$ cat src/rtl/demux_pkg.sv
// Shared types and constants for the demux routing front-end.
package demux_pkg;

   localparam int NUM_CH = 4;
   localparam int SEL_W  = 2;

   // Transfer sequencing: select settles in SETUP, data only in DRIVE.
   typedef enum logic [1:0] {
      IDLE  = 2'd0,
      SETUP = 2'd1,
      DRIVE = 2'd2,
      GUARD = 2'd3
   } state_e;

endpackage : demux_pkg

$ cat src/rtl/sat_counter.sv
// Saturating up-counter with synchronous clear; clear beats increment.
module sat_counter #(
   parameter int CNT_W = 8
) (
   input  logic             clk,
   input  logic             rst_n,
   input  logic             inc,
   input  logic             clr,
   output logic [CNT_W-1:0] count
);

   logic [CNT_W-1:0] count_q;

   // Count completed transfers, sticking at all-ones instead of wrapping.
   // NOTE: state registers use non-blocking (<=) so every flop samples pre-edge values.
   always_ff @(posedge clk or negedge rst_n) begin
      if (!rst_n) begin
         count_q <= '0;
      end else if (clr) begin
         count_q <= '0;
      end else if (inc && (count_q != '1)) begin
         count_q <= count_q + 1'b1;
      end
   end

   assign count = count_q;

endmodule : sat_counter

$ cat src/rtl/demux_route_ctrl.sv
// Glitch-free 1x4 demux driver: select lines move only while dmx_in is low,
// data is held for HOLD_CYCLES, and completed transfers are counted per channel.
module demux_route_ctrl
   import demux_pkg::*;
#(
   parameter int HOLD_CYCLES = 2,
   parameter int CNT_W       = 8
) (
   input  logic                    clk,
   input  logic                    rst_n,
   input  logic                    in_valid,
   output logic                    in_ready,
   input  logic                    in_data,
   input  logic [SEL_W-1:0]        in_dest,
   input  logic                    cnt_clr,
   output logic                    sel0,
   output logic                    sel1,
   output logic                    dmx_in,
   output logic                    busy,
   output logic [NUM_CH*CNT_W-1:0] ch_cnt
);

   if (HOLD_CYCLES < 1) begin : g_hold_chk
      $error("demux_route_ctrl: HOLD_CYCLES must be >= 1");
   end

   localparam int              HOLD_W    = (HOLD_CYCLES > 1) ? $clog2(HOLD_CYCLES) : 1;
   localparam logic [HOLD_W-1:0] HOLD_LAST = HOLD_W'(HOLD_CYCLES - 1);

   state_e            state_q;
   logic [SEL_W-1:0]  sel_q;
   logic              data_q;
   logic              dmx_in_q;
   logic              busy_q;
   logic              in_ready_q;
   logic [HOLD_W-1:0] hold_q;

   logic              drive_done;
   logic [NUM_CH-1:0] inc_d;

   // Transfer sequencer; every output is a flop so the demux sees clean edges.
   always_ff @(posedge clk or negedge rst_n) begin
      if (!rst_n) begin
         state_q    <= IDLE;
         sel_q      <= '0;
         data_q     <= 1'b0;
         dmx_in_q   <= 1'b0;
         busy_q     <= 1'b0;
         in_ready_q <= 1'b1;
         hold_q     <= '0;
      end else begin
         unique case (state_q)
            IDLE: begin
               // sel_q keeps the previous destination while idle.
               if (in_valid && in_ready_q) begin
                  state_q    <= SETUP;
                  sel_q      <= in_dest;
                  data_q     <= in_data;
                  busy_q     <= 1'b1;
                  in_ready_q <= 1'b0;
               end
            end
            SETUP: begin
               state_q  <= DRIVE;
               dmx_in_q <= data_q;
               hold_q   <= HOLD_LAST;
            end
            DRIVE: begin
               if (hold_q == '0) begin
                  state_q  <= GUARD;
                  dmx_in_q <= 1'b0;
               end else begin
                  hold_q <= hold_q - 1'b1;
               end
            end
            GUARD: begin
               state_q    <= IDLE;
               busy_q     <= 1'b0;
               in_ready_q <= 1'b1;
            end
            default: begin
               state_q <= IDLE;
            end
         endcase
      end
   end

   assign drive_done = (state_q == DRIVE) && (hold_q == '0);

   // One-hot increment for the channel whose transfer completes this edge.
   // NOTE: the default assignment first keeps this block purely combinational (no latch).
   always_comb begin
      inc_d = '0;
      if (drive_done) begin
         inc_d[sel_q] = 1'b1;
      end
   end

   for (genvar k = 0; k < NUM_CH; k++) begin : g_cnt
      sat_counter #(
         .CNT_W (CNT_W)
      ) u_cnt (
         .clk   (clk),
         .rst_n (rst_n),
         .inc   (inc_d[k]),
         .clr   (cnt_clr),
         .count (ch_cnt[k*CNT_W +: CNT_W])
      );
   end

   assign sel0     = sel_q[0];
   assign sel1     = sel_q[1];
   assign dmx_in   = dmx_in_q;
   assign busy     = busy_q;
   assign in_ready = in_ready_q;

endmodule : demux_route_ctrl
$ cat config.mk
export PLATFORM = sky130hd
export DESIGN_NAME = demux_route_ctrl
export DESIGN_NICKNAME = d
export VERILOG_FILES = /design/src/rtl/demux_pkg.sv /design/src/rtl/sat_counter.sv /design/src/rtl/demux_route_ctrl.sv
export SDC_FILE = /design/constraint.sdc
export NUM_CORES = 1
export LEC_CHECK = 0
export CORE_MARGIN = 10
export CORE_UTILIZATION = 35
export CTS_CLUSTER_SIZE = 10
export DETAILED_ROUTE_END_ITERATION = 6
export SYNTH_ARGS = -nofsm -noshare
export SYNTH_HDL_FRONTEND = slang
export SYNTH_SLANG_ARGS = --single-unit
$ cat constraint.sdc
create_clock -name clk -period 2.3 [get_ports clk]
set_input_delay 0.575 -clock clk [delete_from_list [all_inputs] [get_ports clk]]
set_output_delay 0.575 -clock clk [all_outputs]
set_load 0.03 [all_outputs]
# [After elaboration in Yosys (flattened, before gate mapping)]
# Cells that the tools add are included.
[classes] addsub=5 bitwise_logic=1 muxes=22 n_eq_ne=9 order_cmp=2 reduce_logical=18
[ops] operator="$mux W8" count=8
[ops] operator="$add A8 B1 Y8 const B" count=4
[ops] operator="$ne A8 B8 Y1 const B" count=4
[ops] operator="$reduce_bool A2 Y1" count=6
[ops] operator="$pmux W1 S2" count=4
[ops] operator="$pmux W2 S4" count=1
[ops] operator="$reduce_and A2 Y1" count=4
[ops] operator="$logic_and A1 B1 Y1" count=7
[ops] operator="$mux W1" count=5
[ops] operator="$eq A2 B2 Y1 const B" count=2
[ops] operator="$mux W2" count=2
[ops] operator="$mux W4" count=1
[ops] operator="$ne A2 B2 Y1 const B" count=2
[ops] operator="$lt A2 B3 Y1 const B" count=1
[ops] operator="$demux W1 S2" count=1
[ops] operator="$eq A2 B1 Y1 const B" count=1
[ops] operator="$ge A2 B1 Y1 const B" count=1
[ops] operator="$logic_not A2 Y1" count=1
[ops] operator="$not A1 Y1" count=1
[ops] operator="$sub A1 B1 Y1 const B" count=1
[totals] in_bits=7 reg_bits=41

# [Logic depth before layout (Yosys ltp)]
[depth] word_depth=8 mapped_depth=8

# [Cells and area by module]
# A second synthesis with hierarchy kept.
[unflattened] hier_cells=238 area_unflattened_um2=2359.8
[modules_own_cells] module="sat_counter" n_inst=4 seq_area_each_um2=200.2 area_each_um2=464.2 cells_per_inst=49
[modules_own_cells] module="demux_route_ctrl" n_inst=1 seq_area_each_um2=226.5 area_each_um2=503.0 cells_per_inst=42

# [Least setup slack after synthesis]
# OpenSTA, ideal clock, no wires.
[synth_path] path_type="register to register" start="register state_q[0]" end="register g_cnt[0].u_cnt.count_q[7]" t_required_ns=2.175 period_less_slack_ns=1.948 setup_slack_ns=0.352 path_stages_with_launch=8 arrival_ns=1.824 path_cell_list="dfrtp_1 inv_1 ha_1 clkbuf_2 nor4b_2 o211ai_1 nor2_1 mux2_2"
[synth_via] elab_chain_cells=5
[synth_rtl] element="from (decl)" line_no="demux_route_ctrl.sv:30" rtl="state_e state_q;"
[synth_rtl] element="from (signal assigned)" line_no="demux_route_ctrl.sv:44" rtl="state_q <= IDLE;"
[synth_rtl] element="from (signal assigned)" line_no="demux_route_ctrl.sv:56" rtl="state_q <= SETUP;"
[synth_rtl] element="from (signal assigned)" line_no="demux_route_ctrl.sv:64" rtl="state_q <= DRIVE;"
[synth_rtl] element="$eq A2 B2 Y1" line_no="demux_route_ctrl.sv:88" rtl="assign drive_done = (state_q == DRIVE) && (hold_q == '0);"
[synth_rtl] element="$logic_and A1 B1 Y1" line_no="demux_route_ctrl.sv:88"
[synth_rtl] element="$mux W4" line_no="demux_route_ctrl.sv:94" rtl="if (drive_done) begin"
[synth_rtl] element="$logic_and A1 B1 Y1" line_no="sat_counter.sv:21" rtl="end else if (inc && (count_q != '1)) begin"
[synth_rtl] element="$reduce_bool A2 Y1 (no source line)"
[synth_rtl] element="to (signal assigned)" line_no="sat_counter.sv:22" rtl="count_q <= count_q + 1'b1;"
[synth_rtl] element="to (decl)" line_no="sat_counter.sv:12" rtl="logic [CNT_W-1:0] count_q;"
# Every way passes these cells.
# A chain may end at the register's enable or synchronous reset.

# [Final worst setup path]
[layout_path] start="register state_q[0]" end="register g_cnt[2].u_cnt.count_q[5]"
[layout_via] elab_chain_cells=5
[layout_rtl] element="$eq A2 B2 Y1" line_no="demux_route_ctrl.sv:88"
[layout_rtl] element="$logic_and A1 B1 Y1" line_no="demux_route_ctrl.sv:88"
[layout_rtl] element="$mux W4" line_no="demux_route_ctrl.sv:94"
[layout_rtl] element="$logic_and A1 B1 Y1" line_no="sat_counter.sv:21"
[layout_rtl] element="$reduce_bool A2 Y1 (no source line)"
[layout_rtl] element="to (signal assigned)" line_no="sat_counter.sv:22"
[layout_rtl] element="to (decl)" line_no="sat_counter.sv:12"
# Every way passes these cells.

==> run metrics <==
DRT Pass-1 Iters 4; Final period util 0.936; core area roughly 6000 um^2; Synth Area in Simple Gates 0.193; postcts setup bufs 0; endpoints failing setup 0; worst vdd ir about 0.00042 V; Cell Chain, Critical Path inv_1 -> ha_1 -> nand4bb_1 -> o21bai_1 -> or4_1 -> a21oi_1; Fin. Hold Viols 0; GR Overflow Total 0; status finished clean; syn_nets ~220; post-synthesis mux area share 0.0594; total of max-cap violations 0; CTS tree done; Num CTS Buffers 5; Slew Limit Fails 0; predominant post-synthesis flop cell dfrtp_1; Clock Sinks 41; Crit path largest cell delay ~520 ps; crit end category flop; Non-Filler Instances between 300 and 400; first-pass GRT wire length around 8.3 mm; most common cell after layout, fill and taps aside clkdlybuf4s50_1; area taken by multi-input logic gates 1050 um^2; vias per cell around 5.1; Compound-Gate Fraction of Synth Area 0.135; Gate Count Post-Synth 208; Slew headroom 0.595; Syn. warnings 0; Total Wirelength approximately 4.8 mm; critical path class reg -> reg; setup_tns 0 ps; antenna cells 0; row count 28; worst skew pair latency roughly 300 ps; drt wl/cell approximately 14 um; share of post-route cells with drive strength above 1 0.0898; Worst Path Required around 2500 ps; IO Pins between 40 and 50; Synth Area in Adders 0.0524; DP Cell Count ~320; largest net degree at the start of global routing between 40 and 50; Leak ~1.2 nW; RSZ-0062 raised after global routing no; Layout area overhead 30.5%; vias in the first global route around 1.7k; cell family with most CP delay simple AND/OR/NAND/NOR gates; area share of the largest cell type after synthesis 0.466; Seq/Total Area, Yosys 0.478; Syn Area/Cell 10.3 um^2; Post-synth EDFFs 0; Post-Synth XOR/XNOR Area 0.0490; CTS root buf clkbuf_8; Placer Congestion approximately 0.74; most frequent cells in the layout clkdlybuf4s50_1 (42), dfrtp_1 (40), nor2_1 (22); Max clock buf depth 2; largest area contributor in the netlist dfrtp_1; Die Width 98.3 um; area of the die a little under 10,000 um^2; Synth Register Bits 41; Clock transition at path regs roughly 90 ps; Layout Nets around 270; Achievable Freq 465 MHz; CP arrival around 2400 ps; Period minus WS final 2150 ps; total track usage 0.0994; Async S/R FF share, synth 1.00; starting density of the core 0.361; post-synthesis cell area ~2100 um^2; post-DP HPWL between 3 and 4 mm; H-tree depth 2; Slowest cell on crit path or4_1; Resize count post-CTS 0; die height a little under 100 um; startpoint types flop; synth unique cells 36; CP Max Fanout 10; DRC 0; Fillers between 500 and 600; Final ANT Viol Nets 0; CP bufs+invs 1; Worst Tran Pin Value ~610 ps; Initial DRC Count 82; vias post-DR around 1.7k; CTS Hold Bufs 0; buffers added on ports between 40 and 50; Hold Path Class in -> async; Area contributors post-synth dfrtp_1 (47%), ha_1 (5.2%), xor2_1 (4.9%); P per Cell Area approximately 760 nW/um^2; largest family of logic cells by synthesized area simple AND/OR/NAND/NOR gates; Worst Skew 10.3 ps; antenna violations before repair 0; register area between 1000 and 1500 um^2
cells in the mapped netlist (2+ instances only):
library cell,number
nor2b_1,2
or3_1,5
o211ai_1,4
clkbuf_1,5
o2111ai_1,4
o31ai_1,6
o21ai_0,10
a21oi_1,13
and2_1,5
nand4_1,6
and3_1,2
dfrtp_1,40
nand3_1,11
nor3_1,2
a211oi_1,2
mux2i_1,6
mux2_2,6
ha_1,9
or4_1,6
inv_1,9
xor2_1,12
o21bai_1,2
nand2_1,7
nor2_1,22
state kept, by name (all words and copies together) (netlist names):
name,count
busy,1
sel_q,2
g_cnt.u_cnt.count,32
dmx_in,1
in_ready,1
data_q,1
hold_q,1
state_q,2
power by group:
part	leakage [nW]	internal, mW	switching (mW)
Combinational	0.568	0.287	0.319
Sequential	0.553	0.816	0.111
Clock	0.0543	0.325	0.259
metal layers:
metal  track usage  vias to the layer above  part of all wire
li1              -                      854                 -
met1         0.124                      806              0.49
met2         0.153                       38              0.44
met3        0.0345                        6             0.054
met4        0.0397                        0             0.016
met5             0                        -                 0
area by class of cell:
cell class | instances | area share
multi-input cells | 151 | 0.375
clock buffers | 5 | 0.0246
repair buffers | 47 | 0.172
inverters | 9 | 0.0121
well taps | 75 | 0.0335
flip-flops and latches | 41 | 0.367
clock inverters | 3 | 0.0165
path summary, 6_finish.rpt:
kind,from,to,slack (ps),depth (start not counted)
worst max-delay path,state_q[0],g_cnt[2].u_cnt.count[5],150,6
worst min-delay path,rst_n,g_cnt[0].u_cnt.count[2],240,2
worst max register to register,state_q[0],g_cnt[2].u_cnt.count[5],150,6
worst min register to register,data_q,data_q,520,1
max in group asynchronous,rst_n,in_ready,1810,2
min in group clk,data_q,data_q,520,1
logic make-up (layout without fill, tap and decap cells):
kind of cell,count (synthesis),after routing
multiplexers,12,12
buffers and inverters,16,64
adder cells (fa/ha/maj),9,9
XOR/XNOR,12,12
flip-flops,41,41
AO/OA/AOI/OAI,45,45
AND/OR/NAND/NOR,73,73
stage by stage:
step | hold WS (ps) | setup slack, ps | total power [mW] | utilization | instance area, um^2
floorplan | 279 | 352 | 1.34 | - | 2150
global placement | 493 | 258 | 1.54 | 0.451 | 2690
detailed placement | 508 | 208 | 1.55 | 0.451 | 2690
CTS | 237 | 161 | 2.15 | 0.470 | 2800
global route | 245 | 21.5 | 2.24 | 0.470 | 2800
finish | 242 | 148 | 2.12 | 0.470 | 2800
No activity file was read; power rests on OpenSTA's default activity.
